File: src/rtl/bp_gshare_ctrl.sv
// bp_gshare_ctrl: gshare GHR/index control plus a training-update FIFO draining onto the PHT update port.
// Optional BP_PERF_CNT_EN adds saturating prediction/mispredict/drop counters.
module bp_gshare_ctrl #(
  parameter int INDEX_WIDTH = 8,
  parameter int FIFO_DEPTH  = 4
) (
  input  logic                   clk_i,
  input  logic                   rst_ni,
  input  logic                   pred_req_i,
  input  logic [31:0]            pred_pc_i,
  output logic [INDEX_WIDTH-1:0] pht_rd_index_o,
  input  logic                   pht_prediction_i,
  output logic                   pred_taken_o,
  output logic [INDEX_WIDTH-1:0] pred_ghr_o,
  input  logic                   resolve_valid_i,
  input  logic [31:0]            resolve_pc_i,
  input  logic [INDEX_WIDTH-1:0] resolve_ghr_i,
  input  logic                   resolve_taken_i,
  input  logic                   resolve_mispredict_i,
  input  logic                   freeze_i,
  output logic                   pht_update_en_o,
  output logic [INDEX_WIDTH-1:0] pht_update_index_o,
  output logic                   pht_br_taken_o,
  output logic                   fifo_full_o
`ifdef BP_PERF_CNT_EN
  ,
  output logic [31:0]            perf_pred_cnt_o,
  output logic [31:0]            perf_mispred_cnt_o,
  output logic [31:0]            perf_drop_cnt_o
`endif
);
  localparam int PW = $clog2(FIFO_DEPTH);
  logic [INDEX_WIDTH-1:0] ghr_q, ghr_d, resolve_idx;
  logic [PW:0] wr_ptr_q, rd_ptr_q;
  logic [INDEX_WIDTH:0] mem_q [FIFO_DEPTH];
  logic [INDEX_WIDTH:0] head;
  logic empty, full, deq, enq, mispred, unused_pc;
  assign unused_pc = ^{pred_pc_i[31:INDEX_WIDTH+2], pred_pc_i[1:0],
                       resolve_pc_i[31:INDEX_WIDTH+2], resolve_pc_i[1:0]};
  assign mispred        = resolve_valid_i & resolve_mispredict_i;
  assign resolve_idx    = resolve_pc_i[INDEX_WIDTH+1:2] ^ resolve_ghr_i;
  assign pht_rd_index_o = pred_pc_i[INDEX_WIDTH+1:2] ^ ghr_q;
  assign pred_taken_o   = pht_prediction_i;
  assign pred_ghr_o     = ghr_q;
  assign empty = wr_ptr_q == rd_ptr_q;
  assign full  = (wr_ptr_q[PW] != rd_ptr_q[PW]) && (wr_ptr_q[PW-1:0] == rd_ptr_q[PW-1:0]);
  assign deq   = !empty & !freeze_i;
  // At full, a same-cycle dequeue frees the head slot that the write reuses
  assign enq   = resolve_valid_i & (!full | deq);
  assign head  = mem_q[rd_ptr_q[PW-1:0]];
  assign pht_update_en_o    = deq;
  assign pht_update_index_o = empty ? '0 : head[INDEX_WIDTH:1];
  assign pht_br_taken_o     = !empty & head[0];
  assign fifo_full_o        = full;
  always_comb begin
    ghr_d = mispred    ? {resolve_ghr_i[INDEX_WIDTH-2:0], resolve_taken_i} :
            pred_req_i ? {ghr_q[INDEX_WIDTH-2:0], pht_prediction_i} : ghr_q;
  end
  always_ff @(posedge clk_i or negedge rst_ni) begin
    if (!rst_ni) begin
      ghr_q    <= '0;
      wr_ptr_q <= '0;
      rd_ptr_q <= '0;
    end else begin
      ghr_q    <= ghr_d;
      wr_ptr_q <= wr_ptr_q + {{PW{1'b0}}, enq};
      rd_ptr_q <= rd_ptr_q + {{PW{1'b0}}, deq};
    end
  end
  always_ff @(posedge clk_i) begin
    if (enq) mem_q[wr_ptr_q[PW-1:0]] <= {resolve_idx, resolve_taken_i};
  end
`ifdef BP_PERF_CNT_EN
  logic drop;
  assign drop = resolve_valid_i & full & !deq;
  always_ff @(posedge clk_i or negedge rst_ni) begin
    if (!rst_ni) begin
      perf_pred_cnt_o    <= '0;
      perf_mispred_cnt_o <= '0;
      perf_drop_cnt_o    <= '0;
    end else begin
      perf_pred_cnt_o    <= perf_pred_cnt_o    + {31'b0, pred_req_i & ~&perf_pred_cnt_o};
      perf_mispred_cnt_o <= perf_mispred_cnt_o + {31'b0, mispred & ~&perf_mispred_cnt_o};
      perf_drop_cnt_o    <= perf_drop_cnt_o    + {31'b0, drop & ~&perf_drop_cnt_o};
    end
  end
`endif
endmodule

File: config.mk
export PLATFORM = sky130hd
export DESIGN_NAME = bp_gshare_ctrl
export DESIGN_NICKNAME = d
export VERILOG_FILES = /design/src/rtl/bp_gshare_ctrl.sv
export SDC_FILE = /design/constraint.sdc
export NUM_CORES = 1
export LEC_CHECK = 0
export BUFFER_PORTS_ARGS = -buffer_cell sky130_fd_sc_hd__buf_2
export CAP_MARGIN = 30
export CORE_MARGIN = 5
export CORE_UTILIZATION = 35
export DETAILED_ROUTE_END_ITERATION = 16
export PLACE_DENSITY = 0.66
export SLEW_MARGIN = 20
export SYNTH_ARGS = -nofsm -noshare
export SYNTH_HDL_FRONTEND = slang
export SYNTH_SLANG_ARGS = --single-unit
File: constraint.sdc
create_clock -name clk_i -period 2 [get_ports clk_i]
set_input_delay 0.3 -clock clk_i [delete_from_list [all_inputs] [get_ports clk_i]]
set_output_delay 0.3 -clock clk_i [all_outputs]
set_load 0.05 [all_outputs]
# [Word-level counts from Yosys, hierarchy flattened]
# Memory sizes are Yosys's and may differ from the RTL's.
# Cells that the tools add are included.
[classes] add_sub_neg=2 n_eq_ne=3 n_mux=5 n_bitwise=7 n_reduce_logical=5
[op_table] op="$mux 8" n=3
[op_table] op="$xor 8x8->8" n=2
[op_table] op="$add 3x1->3" n=2
[op_table] op="$and 1x1->1" n=4
[op_table] op="$eq 3x3->1" n=1
[op_table] op="$logic_not 1->1" n=3
[op_table] op="$eq 2x2->1" n=1
[op_table] op="$mux 1" n=2
[op_table] op="$reduce_bool 2->1" n=1
[op_table] op="$logic_and 1x1->1" n=1
[op_table] op="$ne 1x1->1" n=1
[op_table] op="$or 1x1->1" n=1
[totals] register_bits=14 ram_bits=36 in_bits=80 memories=1
[mem_list] memory="mem_q" depth=4 word_bits=9 rd=1 rd_ports_with_merged_regs=0 write_ports=1 line_no="35" source="logic [INDEX_WIDTH:0] mem_q [FIFO_DEPTH];"

# [Depth between registers and ports, before layout]
# Gate-level depths: netlist of the first run.
[depth] depth_word=7 depth_mapped=7 ltp_nobuf=6

# [Least setup slack after synthesis of the first run]
# OpenSTA, ideal clock, no wires.
[synth_path] path_kind="flip-flop to flip-flop" from="register rd_ptr_q[0]" to="register rd_ptr_q[2]" arrival_ns=2.164 required_ns=1.921 setup_slack_ns=-0.243 path_stages_with_launch=8 path_buffers=1 synth_period_minus_slack_ns=2.243 cell_sequence="dfrtp_1 buf_6 xor2_2 nor3b_4 nor2_1 ha_1 ha_1 xor2_1"
[synth_between] elab_chain_len=4
[synth_rtl] item="start, declared" line_no="34" source="logic [PW:0] wr_ptr_q, rd_ptr_q;"
[synth_rtl] item="start signal, assigned" line_no="67" source="rd_ptr_q <= rd_ptr_q + {{PW{1'b0}}, deq};"
[synth_rtl] item="$eq 3x3->1" line_no="45" source="assign empty = wr_ptr_q == rd_ptr_q;"
[synth_rtl] item="$logic_not 1->1" line_no="47" source="assign deq = !empty & !freeze_i;"
[synth_rtl] item="$and 1x1->1" line_no="47"
[synth_rtl] item="named net pht_update_en_o" line_no="21" source="output logic pht_update_en_o,"
[synth_rtl] item="$add 3x1->3" line_no="67"
# The timed path passes the listed nets, and every way through them passes these cells.
# A chain may end at the register's enable or synchronous reset.

# [Worst setup path in the final report of the first run]
[layout_path] from="register rd_ptr_q[0]" to="output pht_br_taken_o"
[layout_between] elab_chain_len=3 elab_cells_between_ends=4
[layout_rtl] item="parallel branches: the longest is 2 deep, another holds $mem_v2 4x9"
[layout_rtl] item="$and 1x1->1 (*)" line_no="53" source="assign pht_br_taken_o = !empty & head[0];"
[layout_rtl] item="end, declared" line_no="23" source="output logic pht_br_taken_o,"
# Every way passes the cells marked *.

==> flow_metrics.py, run 1 <==
metrics = {
    "outcome": {
        "status": "finished with violations",
        "failed_checks": "negative setup slack",
    },
    "timing": {
        "finClkSkew_ns": 0.00846,
        "whs_ns": 0.234,
        "finalCritPeriodShare_pct": 100,
        "tightest_slew_ns": 0.475,
        "setup_viol": 2,
        "fin_tns_setup_ns": -0.00619,
        "slew_headroom_pct": 68.4,
        "grt_setup_unrepaired": "yes",
        "max_freq_ghz": 0.499,
        "period_minus_slack_ns": 2.00,
        "setup_ws_ns": -0.00444,
        "hold_viol": 0,
        "maxSlewViolCount": 0,
    },
    "worst_hold_path": {
        "worstHoldEndpoint": "pred_ghr_o[3]",
        "hp-class": "in2reg",
        "min_from": "resolve_ghr_i[2]",
        "hold_depth": 3,
    },
    "setup_path": {
        "max_stage_delay_ns": 0.51,
        "r2r-start": "wr_ptr_q[2]",
        "endpoint_kind": "output pin",
        "critPathRequiredTime_ns": 1.70,
        "cpMostUsedCell": "buf_6",
        "reg2reg_slack_ns": 0.12,
        "r2r_end": "wr_ptr_q[2]",
        "cp.arrival_ns": 1.70,
        "cp-start-kind": "flip-flop",
        "path_max_fanout": 4,
        "crit_chain": "buf_6, mux4_2, nor2b_4, buf_6",
        "crit_type": "reg2out",
        "critical-path-slowest-cell": "mux4_2",
        "r2r_cells": 7,
    },
    "power": {
        "ir_drop_uv": 803,
        "power_frac_seq_pct": 29.6,
        "p_leak_nw": 1.26,
        "power.density_nw_per_um2": 1790,
        "p_int_mw": 3.13,
        "p_comb_share_pct": 55.5,
        "clockPowerShare_pct": 14.9,
        "p_switching_mw": 2.23,
        "switching_share_pct": 41.6,
    },
    "die": {
        "die_h_um": 90.7,
        "die_area_um2": 8230,
        "io_pins": 108,
        "chipWidth_um": 90.7,
        "row_count": 29,
        "start_util_pct": 35.9,
        "design.core.area_um2": 6350,
    },
    "finish": {
        "layout-drive-gt1-share_pct": 51.0,
        "final_util_pct": 47.3,
        "multi_input_area_um2": 847,
        "final_area_um2": 3000,
        "diodes": 0,
        "area_growth_pct": 31.8,
        "final_cell_count_no_fill": 287,
        "n_fill_cell": 535,
        "seq_area_um2": 1440,
        "finalNetCount": 293,
    },
    "logic_synthesis": {
        "synthArstFlopShare_pct": 28.0,
        "ys_seq_elements": 50,
        "ys_warn_count": 0,
        "ys_types": 26,
        "synth-edff-count": 36,
        "synth_cells": 135,
        "synth.avg_cell_area_um2": 16.9,
        "synth_nets": 219,
        "syn_area_um2": 2280,
        "synth.area.top_cells": "edfxtp_1 (47%), dfrtp_1 (15%), mux4_1 (8.1%)",
        "ys_top_cells_by_count": "edfxtp_1 (36), xor2_1 (18), dfrtp_1 (14)",
        "synth_top_area_share_pct": 47.4,
        "yosysTopAreaCell": "edfxtp_1",
        "synth_seq_area_share_pct": 62.8,
        "synthFlopType": "edfxtp_1",
        "synth_most_common_cell": "edfxtp_1",
    },
    "clock_tree": {
        "cts_sinks": 50,
        "clk_latency_ns": 0.30,
        "cts_tree": "done",
        "cts-htree-levels": 2,
        "clockBufferDepth": 2,
        "cts_inserted_buffers": 5,
        "clk_pin_slew_ns": 0.09,
        "cts_root_buf": "clkbuf_8",
    },
    "detailed_routing": {
        "drtPass1Iterations": 4,
        "routedWlPerCell_um": 14.8,
        "drc_errors": 0,
        "ant_nets": 0,
        "via_per_inst": 4.56,
        "detail_route.iter0.violations": 30,
        "vias": 1309,
        "drt-total-wl_um": 4260,
    },
    "placed_design": {
        "placed_cells": 273,
        "gp_congestion": 0.724,
        "port_buffers": 59,
        "place_area_um2": 2700,
        "place_hpwl_um": 3120,
    },
    "job": {
        "drv_cap": 0,
    },
    "global_route": {
        "grt_max_degree": 17,
        "overflow": 0,
        "grt_pass1_vias": 1433,
        "grt_util_all_layers_pct": 10.9,
        "grt_pass1_wl_um": 7010,
        "antenna_found_initial": 0,
    },
}
-- stage by stage --
step / power (mW) / setup WS [ns]
finish: 5.36 / -0.00444
global route: 5.65 / -0.0683
CTS: 5.26 / -0.0220
detailed placement: 3.96 / 0.104
global placement: 3.93 / 0.125
floorplan: 3.39 / -0.0170
-- power groups by stage --
stage               Clock (mW)  Combinational [mW]  Sequential, mW
floorplan                    0                1.77            1.62
global placement             0                2.36            1.57
detailed placement           0                2.38            1.57
CTS                      0.815                2.86            1.59
global route             0.864                3.16            1.62
finish                   0.799                2.98            1.59
-- worst max-delay path by stage --
stage | slack (ns) | end | depth (start not counted) | from
detailed placement | 0.10 | wr_ptr_q[2] | 6 | wr_ptr_q[1]
finish | -0.004 | pht_br_taken_o | 4 | rd_ptr_q[0]
global placement | 0.12 | wr_ptr_q[2] | 6 | wr_ptr_q[1]
global route | -0.07 | pht_update_index_o[1] | 4 | rd_ptr_q[0]
floorplan | -0.02 | mem_q[0][0] | 4 | rd_ptr_q[0]
CTS | -0.02 | pht_update_index_o[0] | 4 | rd_ptr_q[0]
-- state kept, by name (all words and copies together) (netlist names) --
signal,flops
mem_q,36
pred_ghr_o,8
rd_ptr_q,3
wr_ptr_q,3
-- layout make-up --
| class | count | share of cell area [%] |
|---|---|---|
| timing repair buffer | 73 | 16.2 |
| sequential | 50 | 47.8 |
| tap | 77 | 3.21 |
| clock inverter | 3 | 2.12 |
| multi-input combinational | 77 | 28.2 |
| inverter | 2 | 0.250 |
| clock buffer | 5 | 2.29 |
-- per-layer routing --
| layer | part of all wire, % | up-vias | GRT usage [%] |
|---|---|---|---|
| li1 | - | 637 | - |
| met1 | 41 | 621 | 12.8 |
| met2 | 51 | 47 | 18.6 |
| met3 | 6.4 | 4 | 2.83 |
| met4 | 1.6 | 0 | 4.84 |
| met5 | 0 | - | 0 |
-- critical path: cells and delay by family (launching register included) --
| kind | cells | cell delay (ns) |
|---|---|---|
| muxes | 1 | 0.51 |
| DFF | 1 | 0.46 |
| buffers and inverters | 2 | 0.29 |
| and+or+nand+nor | 1 | 0.14 |
-- cells in the final DEF, fill, tap and decap left out, types with 2 or more instances in the layout --
master / Yosys / layout
buf_2: 1 / 49
buf_4: 1 / 11
buf_6: 2 / 10
bufinv_16: 0 / 2
clkbuf_8: 0 / 5
dfrtp_1: 14 / 11
dfrtp_2: 0 / 3
edfxtp_1: 36 / 36
ha_1: 4 / 4
inv_1: 2 / 2
mux2i_1: 8 / 8
mux4_2: 2 / 9
nand2_1: 9 / 9
nor2b_1: 9 / 2
nor2b_4: 0 / 7
nor3b_2: 1 / 2
o21ai_0: 8 / 8
xor2_1: 18 / 18
xor2_4: 1 / 2
-- what timing repair did --
item,in CTS,in global routing
setup endpoints to repair,9,10
pin swaps,1,2
buffers inserted,1,4
hold endpoints to repair,14,0
hold buffers,1,0
resized for setup,41,10
-- kinds of logic after synthesis --
family,Yosys count,share of synthesized area (%)
flip-flops,50,62.8
AND/OR/NAND/NOR,26,6.70
XOR/XNOR,21,9.55
multiplexers,17,13.6
AO/OA/AOI/OAI,9,2.96
buffers and inverters,8,2.25
adder cells (fa/ha/maj),4,2.20
No activity file was read; power rests on OpenSTA's default activity.
==> run 2: changes to the inputs <==
--- a/config.mk
+++ b/config.mk
@@ -10,7 +10,6 @@
 export CORE_MARGIN = 5
 export CORE_UTILIZATION = 35
 export DETAILED_ROUTE_END_ITERATION = 16
-export PLACE_DENSITY = 0.66
 export SLEW_MARGIN = 20
 export SYNTH_ARGS = -nofsm -noshare
 export SYNTH_HDL_FRONTEND = slang
==> constraint.sdc (replaced) <==
create_clock -name clk_i -period 2.5 [get_ports clk_i]
set_input_delay 0.375 -clock clk_i [delete_from_list [all_inputs] [get_ports clk_i]]
set_output_delay 0.375 -clock clk_i [all_outputs]
set_load 0.05 [all_outputs]
==> flow_metrics.py, run 2 (synthesis results as in run 1) <==
metrics = {
    "outcome": {
        "status": "completed",
    },
    "detailed_routing": {
        "vias": 1308,
        "drc_errors": 0,
        "routedWlPerCell_um": 15.1,
        "detail_route.iter0.violations": 17,
        "ant_nets": 0,
        "drt-total-wl_um": 4310,
        "via_per_inst": 4.59,
        "drtPass1Iterations": 5,
    },
    "setup_path": {
        "cp.arrival_ns": 1.80,
        "endpoint_kind": "output pin",
        "path_max_fanout": 11,
        "critPathRequiredTime_ns": 2.12,
        "crit_type": "reg2out",
        "reg2reg_slack_ns": 0.64,
        "crit_start": "rd_ptr_q[0]",
        "r2r_cells": 7,
        "r2r_end": "wr_ptr_q[2]",
        "crit_end": "pht_update_index_o[3]",
        "cp-start-kind": "flip-flop",
        "r2r-start": "rd_ptr_q[0]",
    },
    "finish": {
        "final_cell_count_no_fill": 285,
        "largest_reg_flops": 36,
        "diodes": 0,
        "layout-drive-gt1-share_pct": 41.3,
        "n_fill_cell": 562,
        "layout_commonest_cell": "buf_2",
        "seq_area_um2": 1430,
        "final_util_pct": 44.3,
        "multi_input_area_um2": 797,
        "area_growth_pct": 23.4,
        "finalNetCount": 291,
        "final_cell_mix": "buf_2 (59), edfxtp_1 (36), xor2_1 (18), dfrtp_1 (14), buf_4 (11)",
    },
    "placed_design": {
        "placed_cells": 276,
        "port_buffers": 59,
        "dpl_worst_slack_ns": 0.618,
        "place_hpwl_um": 3390,
        "gp_congestion": 0.665,
    },
    "die": {
        "die_area_um2": 8230,
        "die_h_um": 90.7,
        "chipWidth_um": 90.7,
        "io_pins": 108,
        "start_util_pct": 35.9,
        "row_count": 29,
        "design.core.area_um2": 6350,
    },
    "timing": {
        "finalCritPeriodShare_pct": 87.1,
        "whs_ns": 0.299,
        "slew_headroom_pct": 66.5,
        "setup_ws_ns": 0.324,
        "grt_setup_unrepaired": "no",
        "tightest_slew_ns": 0.503,
        "hold_viol": 0,
        "period_minus_slack_ns": 2.18,
        "max_freq_ghz": 0.459,
        "finClkSkew_ns": 0.0119,
        "fin_tns_setup_ns": 0,
        "setup_viol": 0,
        "maxSlewViolCount": 0,
    },
    "global_route": {
        "grt_pass1_vias": 1406,
        "antenna_found_initial": 0,
        "grt_pass1_wl_um": 7120,
        "grt_util_all_layers_pct": 11.0,
        "overflow": 0,
        "grt_max_degree": 18,
    },
    "job": {
        "drv_cap": 0,
    },
    "clock_tree": {
        "cts_tree": "done",
        "cts_resized": 0,
        "clk_latency_ns": 0.30,
        "cts_inserted_buffers": 5,
        "clockBufferDepth": 2,
        "cts_sinks": 50,
        "clk_pin_slew_ns": 0.09,
        "cts-htree-levels": 2,
        "cts_root_buf": "clkbuf_8",
    },
    "worst_hold_path": {
        "hp-class": "in2reg",
    },
    "power": {
        "ir_drop_uv": 677,
        "power.density_nw_per_um2": 1270,
        "p_leak_nw": 1.19,
    },
}
[run 2: per-stage QoR]
stage	cell area [µm²]	power, mW
global route	2810	3.78
floorplan	2280	2.69
detailed placement	2710	3.16
finish	2810	3.57
global placement	2710	3.13
CTS	2810	3.62
[run 2: repair_timing]
action                    in CTS  in global routing
hold endpoints to repair      14                  0
hold buffers                   1                  0
setup buffers                  0                  0
[run 2: final cells by class]
cell class / instances / area share (%)
sequential: 50 / 50.9
multi-input combinational: 77 / 28.3
timing repair buffer: 71 / 13.8
clock inverter: 3 / 0.845
tap: 77 / 3.43
inverter: 2 / 0.267
clock buffer: 5 / 2.45
[run 2: power breakdown]
part | internal (mW) | total (mW) | switching (mW)
combinational | 0.605 | 1.87 | 1.27
sequential | 1.11 | 1.23 | 0.124
clock | 0.200 | 0.462 | 0.262
total | 1.91 | 3.57 | 1.65
[run 2: layer usage]
metal	up-vias	share of wire, %	GRT usage, %
li1	643	-	-
met1	613	46	14.2
met2	48	47	17.9
met3	4	6.5	3.33
met4	0	1.2	2.98
met5	-	0	0
[run 2: worst min path at each step]
stage                           from       endpoint  slack, ns  cells after the start
floorplan                     rst_ni  pred_ghr_o[0]       0.08                      0
global placement              rst_ni    rd_ptr_q[2]       0.29                      1
detailed placement            rst_ni    rd_ptr_q[2]       0.30                      1
CTS                 resolve_ghr_i[0]  pred_ghr_o[1]       0.29                      3
global route         resolve_taken_i    mem_q[0][0]       0.31                      1
finish              resolve_ghr_i[0]  pred_ghr_o[1]       0.30                      3
[run 2: critical path: stages (launching register included)]
cell and delay, ns:
dfrtp_1 0.37, buf_4 0.20, xor2_2 0.32, nor3b_4 0.08, buf_4 0.18, nor2b_1 0.10
buf_2 0.27
